--- config.mk ---
export PLATFORM = sky130hd
export DESIGN_NAME = mc_ctrl_fsm
export DESIGN_NICKNAME = d
export VERILOG_FILES = /design/src/rtl/mc_ctrl_fsm.sv
export SDC_FILE = /design/constraint.sdc
export NUM_CORES = 1
export LEC_CHECK = 0
export CORE_MARGIN = 4
export CORE_UTILIZATION = 37
export CTS_CLUSTER_DIAMETER = 200
export DETAILED_ROUTE_END_ITERATION = 7
export HOLD_SLACK_MARGIN = 0.03
export MAX_ROUTING_LAYER = met4
export PLACE_DENSITY = 0.9
export SLEW_MARGIN = 30
export SYNTH_ARGS = -nofsm -noshare
export SYNTH_HDL_FRONTEND = slang
export SYNTH_SLANG_ARGS = --single-unit
--- constraint.sdc ---
create_clock -name clk -period 2.7 [get_ports clk]
set_clock_uncertainty 0.05 [all_clocks]
set_input_delay 0.675 -clock clk [delete_from_list [all_inputs] [get_ports clk]]
set_output_delay 0.675 -clock clk [all_outputs]
set_load 0.02 [all_outputs]
--- src/rtl/mc_ctrl_fsm.sv ---
// mc_ctrl_fsm: multicycle MIPS control unit; sequences PC, IR, ALU, data memory and gpr.
// Latency: 3-5 cycles per instruction; outputs are combinational from state/op/funct (+zero/OF).
// Backpressure: none; the FSM advances every cycle. rst forces every strobe and select to 0.
// Ports:
//   clk, rst        - rising-edge clock, synchronous active-high reset
//   op, funct       - IR[31:26], IR[5:0]; stable from DECODE onward
//   zero, OF        - registered ALU flags (zero used in BRANCH, OF in ALUWB)
//   pc_wr..mem_wr   - write strobes; reg_dst, wd_sel, alu_srcb, ext_op, alu_op, npc_op - selects
//   ovf_set, illegal- one-cycle event pulses for the status register; state - debug view
module mc_ctrl_fsm #(
  parameter int OVF_TRAP = 1
) (
  input  logic       clk,
  input  logic       rst,
  input  logic [5:0] op,
  input  logic [5:0] funct,
  input  logic       zero,
  input  logic       OF,
  output logic       pc_wr,
  output logic       ir_wr,
  output logic       reg_wr,
  output logic       mem_wr,
  output logic [1:0] reg_dst,
  output logic [1:0] wd_sel,
  output logic       alu_srcb,
  output logic [1:0] ext_op,
  output logic [2:0] alu_op,
  output logic [1:0] npc_op,
  output logic       ovf_set,
  output logic       illegal,
  output logic [3:0] state
);

  typedef enum logic [3:0] {
    S_FETCH  = 4'd0,
    S_DECODE = 4'd1,
    S_MEMADR = 4'd2,
    S_MEMRD  = 4'd3,
    S_MEMWB  = 4'd4,
    S_MEMWR  = 4'd5,
    S_EXE    = 4'd6,
    S_ALUWB  = 4'd7,
    S_BRANCH = 4'd8,
    S_JUMP   = 4'd9
  } state_t;

  localparam logic [5:0] OP_RTYPE = 6'h00, OP_J   = 6'h02, OP_JAL = 6'h03,
                         OP_BEQ   = 6'h04, OP_ADDI = 6'h08, OP_ORI = 6'h0D,
                         OP_LUI   = 6'h0F, OP_LW  = 6'h23, OP_SW  = 6'h2B;
  localparam logic [5:0] FN_JR = 6'h08, FN_ADD = 6'h20, FN_ADDU = 6'h21,
                         FN_SUBU = 6'h23, FN_SLT = 6'h2A;

  localparam logic [2:0] ALU_ADD = 3'd0, ALU_SUB = 3'd1, ALU_OR = 3'd2, ALU_SLT = 3'd3;

  state_t state_q, state_d;

  logic is_r, is_jr, is_r_alu, is_add_ovf, trap;

  assign is_r       = (op == OP_RTYPE);
  assign is_jr      = is_r && (funct == FN_JR);
  assign is_r_alu   = is_r && (funct == FN_ADD || funct == FN_ADDU ||
                                funct == FN_SUBU || funct == FN_SLT);
  // Only the signed adds trap; addu and the logical ops ignore OF.
  assign is_add_ovf = (is_r && funct == FN_ADD) || (op == OP_ADDI);
  assign trap       = (OVF_TRAP != 0) && is_add_ovf && OF;

  always_ff @(posedge clk) begin
    if (rst) state_q <= S_FETCH;
    else     state_q <= state_d;
  end

  assign state = state_q;

  always_comb begin
    state_d  = S_FETCH;
    pc_wr    = 1'b0;
    ir_wr    = 1'b0;
    reg_wr   = 1'b0;
    mem_wr   = 1'b0;
    reg_dst  = 2'd0;
    wd_sel   = 2'd0;
    alu_srcb = 1'b0;
    ext_op   = 2'd0;
    alu_op   = ALU_ADD;
    npc_op   = 2'd0;
    ovf_set  = 1'b0;
    illegal  = 1'b0;

    case (state_q)
      S_FETCH: begin
        pc_wr   = 1'b1;
        ir_wr   = 1'b1;
        state_d = S_DECODE;
      end
      S_DECODE: begin
        if (op == OP_LW || op == OP_SW)                          state_d = S_MEMADR;
        else if (is_r_alu || op == OP_ORI || op == OP_LUI ||
                 op == OP_ADDI)                                  state_d = S_EXE;
        else if (op == OP_BEQ)                                   state_d = S_BRANCH;
        else if (op == OP_J || op == OP_JAL || is_jr)            state_d = S_JUMP;
        else begin
          illegal = 1'b1;
          state_d = S_FETCH;
        end
      end
      S_MEMADR: begin
        alu_srcb = 1'b1;
        ext_op   = 2'd1;
        alu_op   = ALU_ADD;
        state_d  = (op == OP_SW) ? S_MEMWR : S_MEMRD;
      end
      S_MEMRD: state_d = S_MEMWB;
      S_MEMWB: begin
        reg_wr = 1'b1;
        wd_sel = 2'd1;
      end
      S_MEMWR: mem_wr = 1'b1;
      S_EXE: begin
        state_d = S_ALUWB;
        if (is_r) begin
          case (funct)
            FN_SUBU: alu_op = ALU_SUB;
            FN_SLT:  alu_op = ALU_SLT;
            default: alu_op = ALU_ADD;
          endcase
        end else begin
          alu_srcb = 1'b1;
          case (op)
            OP_ORI:  begin ext_op = 2'd0; alu_op = ALU_OR;  end
            OP_LUI:  begin ext_op = 2'd2; alu_op = ALU_OR;  end
            default: begin ext_op = 2'd1; alu_op = ALU_ADD; end
          endcase
        end
      end
      S_ALUWB: begin
        reg_dst = is_r ? 2'd1 : 2'd0;
        reg_wr  = ~trap;
        ovf_set = trap;
      end
      S_BRANCH: begin
        alu_op = ALU_SUB;
        npc_op = 2'd1;
        pc_wr  = zero;
      end
      S_JUMP: begin
        pc_wr  = 1'b1;
        npc_op = is_jr ? 2'd3 : 2'd2;
        if (op == OP_JAL) begin
          // PC already holds old PC+4 here, which is the link address.
          reg_wr  = 1'b1;
          reg_dst = 2'd2;
          wd_sel  = 2'd2;
        end
      end
      default: state_d = S_FETCH;
    endcase

    // Reset overrides everything so an aborted instruction never writes.
    if (rst) begin
      pc_wr    = 1'b0;
      ir_wr    = 1'b0;
      reg_wr   = 1'b0;
      mem_wr   = 1'b0;
      reg_dst  = 2'd0;
      wd_sel   = 2'd0;
      alu_srcb = 1'b0;
      ext_op   = 2'd0;
      alu_op   = ALU_ADD;
      npc_op   = 2'd0;
      ovf_set  = 1'b0;
      illegal  = 1'b0;
    end
  end

endmodule

After elaboration in Yosys (flattened, before gate mapping) --
Index checks and enable logic that the tools add are counted.
Operators by class: equality and inequality tests 22, multiplexer cells 44, bitwise gates (word level) 1, reduce and logical (&&, ||, !) cells 18
Operators by type and width (number):
- $eq A6 B6 Y1 const B | 6
- $eq A6 B4 Y1 const B | 4
- $pmux W2 S2 | 6
- $pmux W4 S5 | 1
- $mux W1 | 19
- $eq A4 B3 Y1 const B | 4
- $mux W4 | 4
- $mux W2 | 7
- $eq A6 B2 Y1 const B | 2
- $logic_or A1 B1 Y1 | 10
- $mux W3 | 3
- $eq A4 B2 Y1 const B | 2
- $eq A4 B4 Y1 const B | 2
- $eq A6 B3 Y1 const B | 1
- $logic_not A6 Y1 | 1
- $pmux W3 S2 | 1
- $eq A4 B1 Y1 const B | 1
- $logic_and A1 B1 Y1 | 4
- $logic_not A4 Y1 | 1
- $pmux W1 S2 | 2
- $reduce_or A2 Y1 | 2
- $pmux W1 S3 | 1
- $not A1 Y1 | 1
Word-level totals: flip-flop bits (word level) 4, input bits 16, output and inout port bits 22, word-level logic and storage cells 86

Depth between registers and ports, before layout --
Gate-level depths: netlist of run 1.
depth in word-level cells 12, mapped depth 5, depth with buffers taken out 4

Worst setup path before layout of run 1 --
Ideal clock, no wire load.
kind input-to-output, from input port op[2], to output port reg_dst[1], data arrival time 2.045 ns, required time 1.975 ns, setup slack -0.070 ns, stages 3, path buffers 1, cells stage by stage buf_6 -> or4_4 -> nor4_1
Between the ends: word-level cells in the longest chain between the ends 4
Ends and longest elaborated chain:
- from (decl) | line 15 | input logic [5:0] op,
- $eq A6 B2 Y1 | line 148 | if (op == OP_JAL) begin
- $mux W2 | line 148
- $pmux W2 S2 | line 89 | case (state_q)
- $mux W2 | line 159 | if (rst) begin
- to (decl) | line 23 | output logic [1:0] reg_dst,
Every way passes these cells.

Worst setup path after layout of run 1 --
from input port funct[4], to output port illegal
Between the ends: word-level cells in the longest chain between the ends 12, elaborated cells on any way between the ends 20, classes of those cells eq/ne: 5; mux: 6; reduce/logical: 9
Ends and longest elaborated chain:
- from (decl) | line 16 | input logic [5:0] funct,
- $eq A6 B6 Y1 | line 61 | assign is_r_alu = is_r && (funct == FN_ADD || funct == FN_ADDU ||
- $logic_or A1 B1 Y1 (2 in a row) | line 61
- $logic_or A1 B1 Y1 | line 62 | funct == FN_SUBU || funct == FN_SLT);
- $logic_and A1 B1 Y1 | line 61
- $logic_or A1 B1 Y1 (3 in a row) | line 97 | else if (is_r_alu || op == OP_ORI || op == OP_LUI ||
- $mux W1 * | line 97
- $mux W1 * | line 96 | if (op == OP_LW || op == OP_SW) state_d = S_MEMADR;
- $mux W1 * | line 89
- $mux W1 * | line 159
- to (decl) | line 30 | output logic illegal,
Mark *: on every way between the ends. The rest lies on a longest branch, timed or not.

==> summary.txt, run 1 <==
Yosys
  – Synth area leader: dfxtp_1
  – Mapped Cells: 95
  – Syn_nets: approximately 110
  – Largest cells by area after synthesis: dfxtp_1, nand2_1, nor3b_1
  – Avg Cell Area, Syn: between 6 and 7 sq um
  – Area of the mapped netlist: 653 sq um
  – Synth cell types: just over 40
  – Yosys Warn Count: 0
  – Post-synth top area share: 0.123
  – Seq/Total Area, Yosys: 0.123
  – Seq cells post-synth: 4

Finish
  – Area Overhead vs Synth: 118%
  – Fin util: 0.893
  – Most frequent cells in the layout: buf_4, nand2_1, buf_6
  – Layout cells sized above 1: 0.515
  – NumNets Final: between 150 and 200
  – Fin cells: about 190
  – Inserted Diodes: 0
  – Leading cell type in the layout, fill and taps excluded: buf_4
  – Max reg flops: 4

Power
  – Peak VDD IR: between 0.15 and 0.2 mV
  – PwrDens: roughly 210 nW/um^2
  – LEAKAGE: approximately 0.00065 uW

Die
  – Die Area: ~2500 sq um
  – Initial Util: 0.410
  – IO Pins: 38
  – Core area: 1590 sq um
  – Die Y: ~50 microns
  – Site row count: 14
  – Die W: between 50 and 60 microns

Place
  – Placer Congestion: ~0.87
  – Final HPWL from detailed placement: ~2200 microns
  – IO buf count: 36
  – Dpl cells: 181
  – Pre-CTS setup slack: -844 ps

Worst setup path
  – Critical R2R Launch: state[0]$_SDFF_PP0_
  – Setup crit end kind: primary output
  – Worst r2r path cells: 6
  – Startpoint Class: primary input
  – Cells traversed along the worst timing path: buf_8 -> or4b_4 -> nor3_4 -> buf_4 -> a31o_1 -> nor3b_2 -> buf_4
  – Critical path fanouts, max: 2
  – Slowest-stage cell, CP: or4b_4
  – Crit-path max cell delay: approximately 550 ps
  – Crit Path Category: primary input to primary output
  – Worst EP arrival: 2010 ps
  – FF-to-FF End: state[1]$_SDFF_PP0_
  – CP Data Required Time: between 1500 and 2000 ps
  – Worst path most repeated cell: buf_4
  – R2R setup slack: between 1000 and 1500 ps

Timing
  – Setup ws final: -32.1 ps
  – Final Slew Violations: 0
  – Final min period: 2730 ps
  – Fmax: ~370 MHz
  – Final hold violation count: 0
  – # setup viols final: 1
  – RSZ-0062 raised after global routing: yes
  – Final worst-path cycle share: 1.01

Min path
  – Min-Delay Path Class: flip-flop to flip-flop
  – Number of cells on the worst hold path: 3
  – Hold Path End: state[2]$_SDFF_PP0_
  – Hold_sp: state[0]$_SDFF_PP0_

Drt
  – 1st-iter DRT viols: 84
  – Routed Antenna Nets: 0
  – Final WL: about 4000 microns
  – Drt drc: 0
  – Via count: roughly 1200
  – 1st-pass router iterations: 4
  – DR vias/cell: between 6 and 7
  – WL per Instance: 20.6 microns

CTS
  – CTS Hold Bufs: 0
  – Max Buffers Root-to-Sink: 2
  – Clock latency on the worst-skew pair: about 240 ps
  – CTS tree: built
  – Clock-pin slew on the worst setup and hold paths: about 40 ps
  – H-Tree Depth: 1
  – Num CTS Buffers: 3
  – Clk root buf: clkbuf_4
  – Clk sinks: 4

Global route
  – Vias in the first global route: roughly 1200
  – First-pass GRT wire length: around 5800 microns
  – Initial antenna violation count: 0
  – Gr busiest metal: met2
  – Met3 GRT Util: 0.0602
  – Global-route usage over all layers: 0.314
  – Met1 usage: 0.313
  – Remaining global-route overflow: 0
  – Met2 usage: 0.533
  – Largest net degree at the start of global routing: 12

Run status
  – Failing checks: negative setup slack
  – Status: complete, but fails checks

Flow run
  – Max-cap viol count: 0
-- what timing repair did --
item	4_1_cts	5_1_grt
resized for setup	122	10
setup endpoints to repair	17	12
buffers inserted	6	1
pin swaps	15	8
-- kinds of logic after synthesis --
logic type	after synthesis	share of synthesized area
and+or+nand+nor	61	0.573
AOI/OAI and AO/OA	19	0.201
buffers and inverters	8	0.0709
DFF	4	0.123
xor gates and xnor gates	2	0.0268
other	1	0.00574
-- metrics by stage --
step	area, sq um	setup TNS (ps)	hold slack, ps	total power (uW)
after detailed placement	1260	-9930	581	190
after floorplan	671	0	706	116
after global placement	1260	-9370	542	185
final	1420	-32.1	670	296
after CTS	1380	-92.7	613	280
after global routing	1420	-173	683	306
-- power breakdown --
part	switching, uW	internal [uW]
combinational	76.6	74.9
clock	29.8	50.1
sequential	3.79	61.0
-- Yosys cell counts, drive strengths merged --
library cell and n:
a41oi 1, nand4b 1, a211oi 1, o32ai 1
or4 1, a31o 1, conb 1, clkbuf 2
dfxtp 4, inv 2, nand3 4, o21a 1
nor4 4, o21ai 5, a311o 1, nor3 6
or2 1, nor4b 2, nand2b 1, nand2 13
nor2b 3, or4b 1, and3 3, a21oi 4
buf 4, xnor2 2, a31oi 1, nand4 3
nor3b 6, nor2 8, o21bai 1, and4 1
a2bb2oi 1, and2 3, a21boi 1
-- worst max-delay path by stage --
| stage | endpoint | from |
|---|---|---|
| 6_report | illegal | funct[4] |
| 5_1_grt | illegal | funct[4] |
| 3_5_place_dp | npc_op[0] | op[5] |
| 2_1_floorplan | reg_wr | op[2] |
| 3_3_place_gp | npc_op[0] | funct[0] |
| 4_1_cts | illegal | funct[4] |
-- layout make-up --
cell class              instances  area (sq um)
multi-input cells              83           653
repair buffers                 75           631
fillers                        78           170
flip-flops and latches          4          80.1
well taps                      24          30.0
clock buffers                   3          22.5
inverters                       2          7.51
-- worst max-delay path: cells and delay by family --
| family | cells | cell delay (ps) |
|---|---|---|
| buffers and inverters | 3 | 390 |
| AO/OA/AOI/OAI | 1 | 180 |
| AND/OR/NAND/NOR | 3 | 770 |
-- per-layer routing --
| metal | vias up | part of all wire |
|---|---|---|
| met2 | 107 | 0.49 |
| met4 | 0 | 0.078 |
| li1 | 501 | - |
| met5 | - | 0 |
| met3 | 37 | 0.095 |
| met1 | 542 | 0.34 |
Power figures use the tool's default switching activity.
==> run 2: changes to the inputs <==
SLEW_MARGIN = 15   (was 30)
==> results of run 2 <==
No change in the layout: final DEF, timing and power equal those of run 1.
==> run 3: changes to the inputs <==
CELL_PAD_IN_SITES_DETAIL_PLACEMENT = 0   (was default)
CELL_PAD_IN_SITES_GLOBAL_PLACEMENT = 2   (was default)
CORE_UTILIZATION = 18   (was 37)
PLACE_DENSITY = 0.89   (was 0.9)
==> run 3 against run 2 <==
Effect of this change:
- the flow still finishes with violations (negative setup slack)
- largest cell class unchanged
- combinational power fell by 11%
- fmax is 0.21% higher
- sequential power is 2% lower
- critical path depth unchanged
- design area fell by 3.3%
- die area up 86%
- critical path type unchanged
- utilization fell by 49 points
==> summary.txt, run 3 (synthesis results as in run 1) <==
Run status
  – Status: complete, but fails checks
  – Failing checks: negative setup slack

Power
  – PwrDens: 196 nW/um^2 (-5.7%)
  – Switching share of power: 0.336 (-0.0355)
  – Clock Power Share: 0.269 (about the same)
  – Total power draw: 270 uW (-8.8%)
  – Seq pwr share: 0.236 (+0.017)
  – Peak VDD IR: 0.0640 mV (-62%)
  – LEAKAGE: 0.000602 uW (-7.6%)
  – Logic pwr share: 0.495 (-0.016)
  – P_int: 179 uW (-3.6%)
  – Sw Pwr: 90.9 uW (-17%)

Timing
  – RSZ-0062 raised after global routing: yes
  – Final min period: 2730 ps (-5.83 ps)
  – Final hold violation count: 0 (unchanged)
  – Setup ws final: -26.2 ps (+5.83 ps)
  – Final Slew Violations: 0 (unchanged)
  – Fmax: 367 MHz (+0.21%)
  – Final worst-path cycle share: 1.01 (-0.00216)
  – # setup viols final: 1 (unchanged)

CTS
  – CTS tree: built
  – H-Tree Depth: 1 (unchanged)
  – Clk root buf: clkbuf_4
  – Clock-pin slew on the worst setup and hold paths: 40 ps (about the same)
  – Max Buffers Root-to-Sink: 2 (unchanged)
  – CTS Hold Bufs: 0 (unchanged)
  – Clock latency on the worst-skew pair: 230 ps (about the same)
  – Clk sinks: 4 (unchanged)
  – Num CTS Buffers: 3 (unchanged)

Worst setup path
  – Setup crit end kind: primary output
  – Startpoint Class: primary input
  – CP Data Required Time: 1980 ps (about the same)
  – Crit Path Category: primary input to primary output
  – Critical path fanouts, max: 2 (unchanged)
  – Worst EP arrival: 2000 ps (about the same)

Global route
  – Initial antenna violation count: 0 (unchanged)
  – First-pass GRT wire length: 4300 microns (-26%)
  – Global-route usage over all layers: 0.125 (-0.189)
  – Met1 usage: 0.156 (-0.157)
  – Gr busiest metal: met2
  – Met2 usage: 0.202 (-0.330)
  – Remaining global-route overflow: 0 (unchanged)
  – Vias in the first global route: 965 (-21%)
  – Largest net degree at the start of global routing: 12 (unchanged)
  – Met3 GRT Util: 0.00493 (-0.0553)

Die
  – Initial Util: 0.191 (-0.219)
  – Core area: 3420 sq um (+110%)
  – Die Y: 68.2 microns (+36%)
  – Site row count: 21 (+7)
  – IO Pins: 38 (unchanged)
  – Die Area: 4660 sq um (+86%)
  – Die W: 68.2 microns (+36%)

Place
  – Final HPWL from detailed placement: 2220 microns (-1.0%)
  – Dpl cell area: 1270 sq um (+0.99%)
  – Placer Congestion: 0.890 (+2.3%)
  – Dpl cells: 201 (+11%)
  – IO buf count: 36 (unchanged)
  – Pre-CTS setup slack: -886 ps (-42.2 ps)

Finish
  – NumNets Final: 181 (-2.2%)
  – Leading cell type in the layout, fill and taps excluded: buf_4
  – Area Overhead vs Synth: 111%
  – Inserted Diodes: 0 (unchanged)
  – Design area: 1380 sq um (-3.3%)
  – Max reg flops: 4 (unchanged)
  – Most frequent cells in the layout: buf_4, nand2_1, dlygate4sd2_1
  – Layout cells sized above 1: 0.509 (-0.00577)
  – Fin util: 0.403 (-0.490)
  – Fin cells: 209 (+9.4%)

Drt
  – DR vias/cell: 4.85 (-22%)
  – Final WL: 2880 microns (-27%)
  – 1st-iter DRT viols: 48 (-43%)
  – Drt drc: 0 (unchanged)
  – 1st-pass router iterations: 4 (unchanged)
  – WL per Instance: 13.8 microns (-33%)
  – Routed Antenna Nets: 0 (unchanged)
  – Via count: 1013 (-15%)

Min path
  – Min-Delay Path Class: flip-flop to flip-flop

Flow run
  – Max-cap viol count: 0 (unchanged)
## run 3: changes by cell type in the layout (fill, tap and decap cells not counted), moves of 2 or more
cell            before  now
buf_4               40   43
buf_6                9    2
dlygate4sd2_1        8   10
dlymetal6s2s_1       3    1
nor4_2               2    0
## run 3: path summary, 6_finish.rpt
kind                        from                   to  slack (ps)  cells after the start
max                     funct[2]              illegal         -30                      7
min          state[1]$_SDFF_PP0_  state[2]$_SDFF_PP0_         610                      3
max reg2reg  state[3]$_SDFF_PP0_  state[1]$_SDFF_PP0_        1220                      6
min reg2reg  state[1]$_SDFF_PP0_  state[2]$_SDFF_PP0_         610                      3
## run 3: final cells by class
cell class,count,area (sq um)
repair buffers,71,566
multi-input cells,83,644
clock buffers,3,22.5
fillers,374,2040
well taps,46,57.6
inverters,2,7.51
flip-flops and latches,4,80.1
## run 3: power by group through the flow
stage               clock network, uW  registers (uW)  logic (uW)
global route                     79.9            64.0         143
CTS                              77.5            63.6         127
detailed placement                  0            64.4         124
finish                           72.7            63.8         134
global placement                    0            64.0         122
floorplan                           0            65.0        50.9
## run 3: per-layer routing
layer  wire length [microns]  part of all wire  up-vias
met5                       0                 0        -
met3                     128             0.045        4
met2                    1390              0.48       38
met4                      48             0.017        0
li1                        -                 -      492
met1                    1310              0.46      479
## run 3: critical path, cell delays in order
cell and delay (ps):
buf_8 100, or4b_4 540, nor3_4 160, buf_4 140, a31o_1 180, nor3b_2 60
buf_4 150
## run 3: per-stage QoR
step                      hold slack (ps)  TNS [ps]
after floorplan                       706         0
after global placement                567     -9570
after detailed placement              581    -10070
after CTS                             615      -228
after global routing                  638      -129
final                                 610     -26.2
## run 3: timing repair
| action | 4_1_cts | 5_1_grt |
|---|---|---|
| buffers inserted | 2 | 3 |
| pin swaps | 11 | 7 |
| resized for setup | 117 | 16 |
| endpoints found under the setup margin | 17 | 11 |
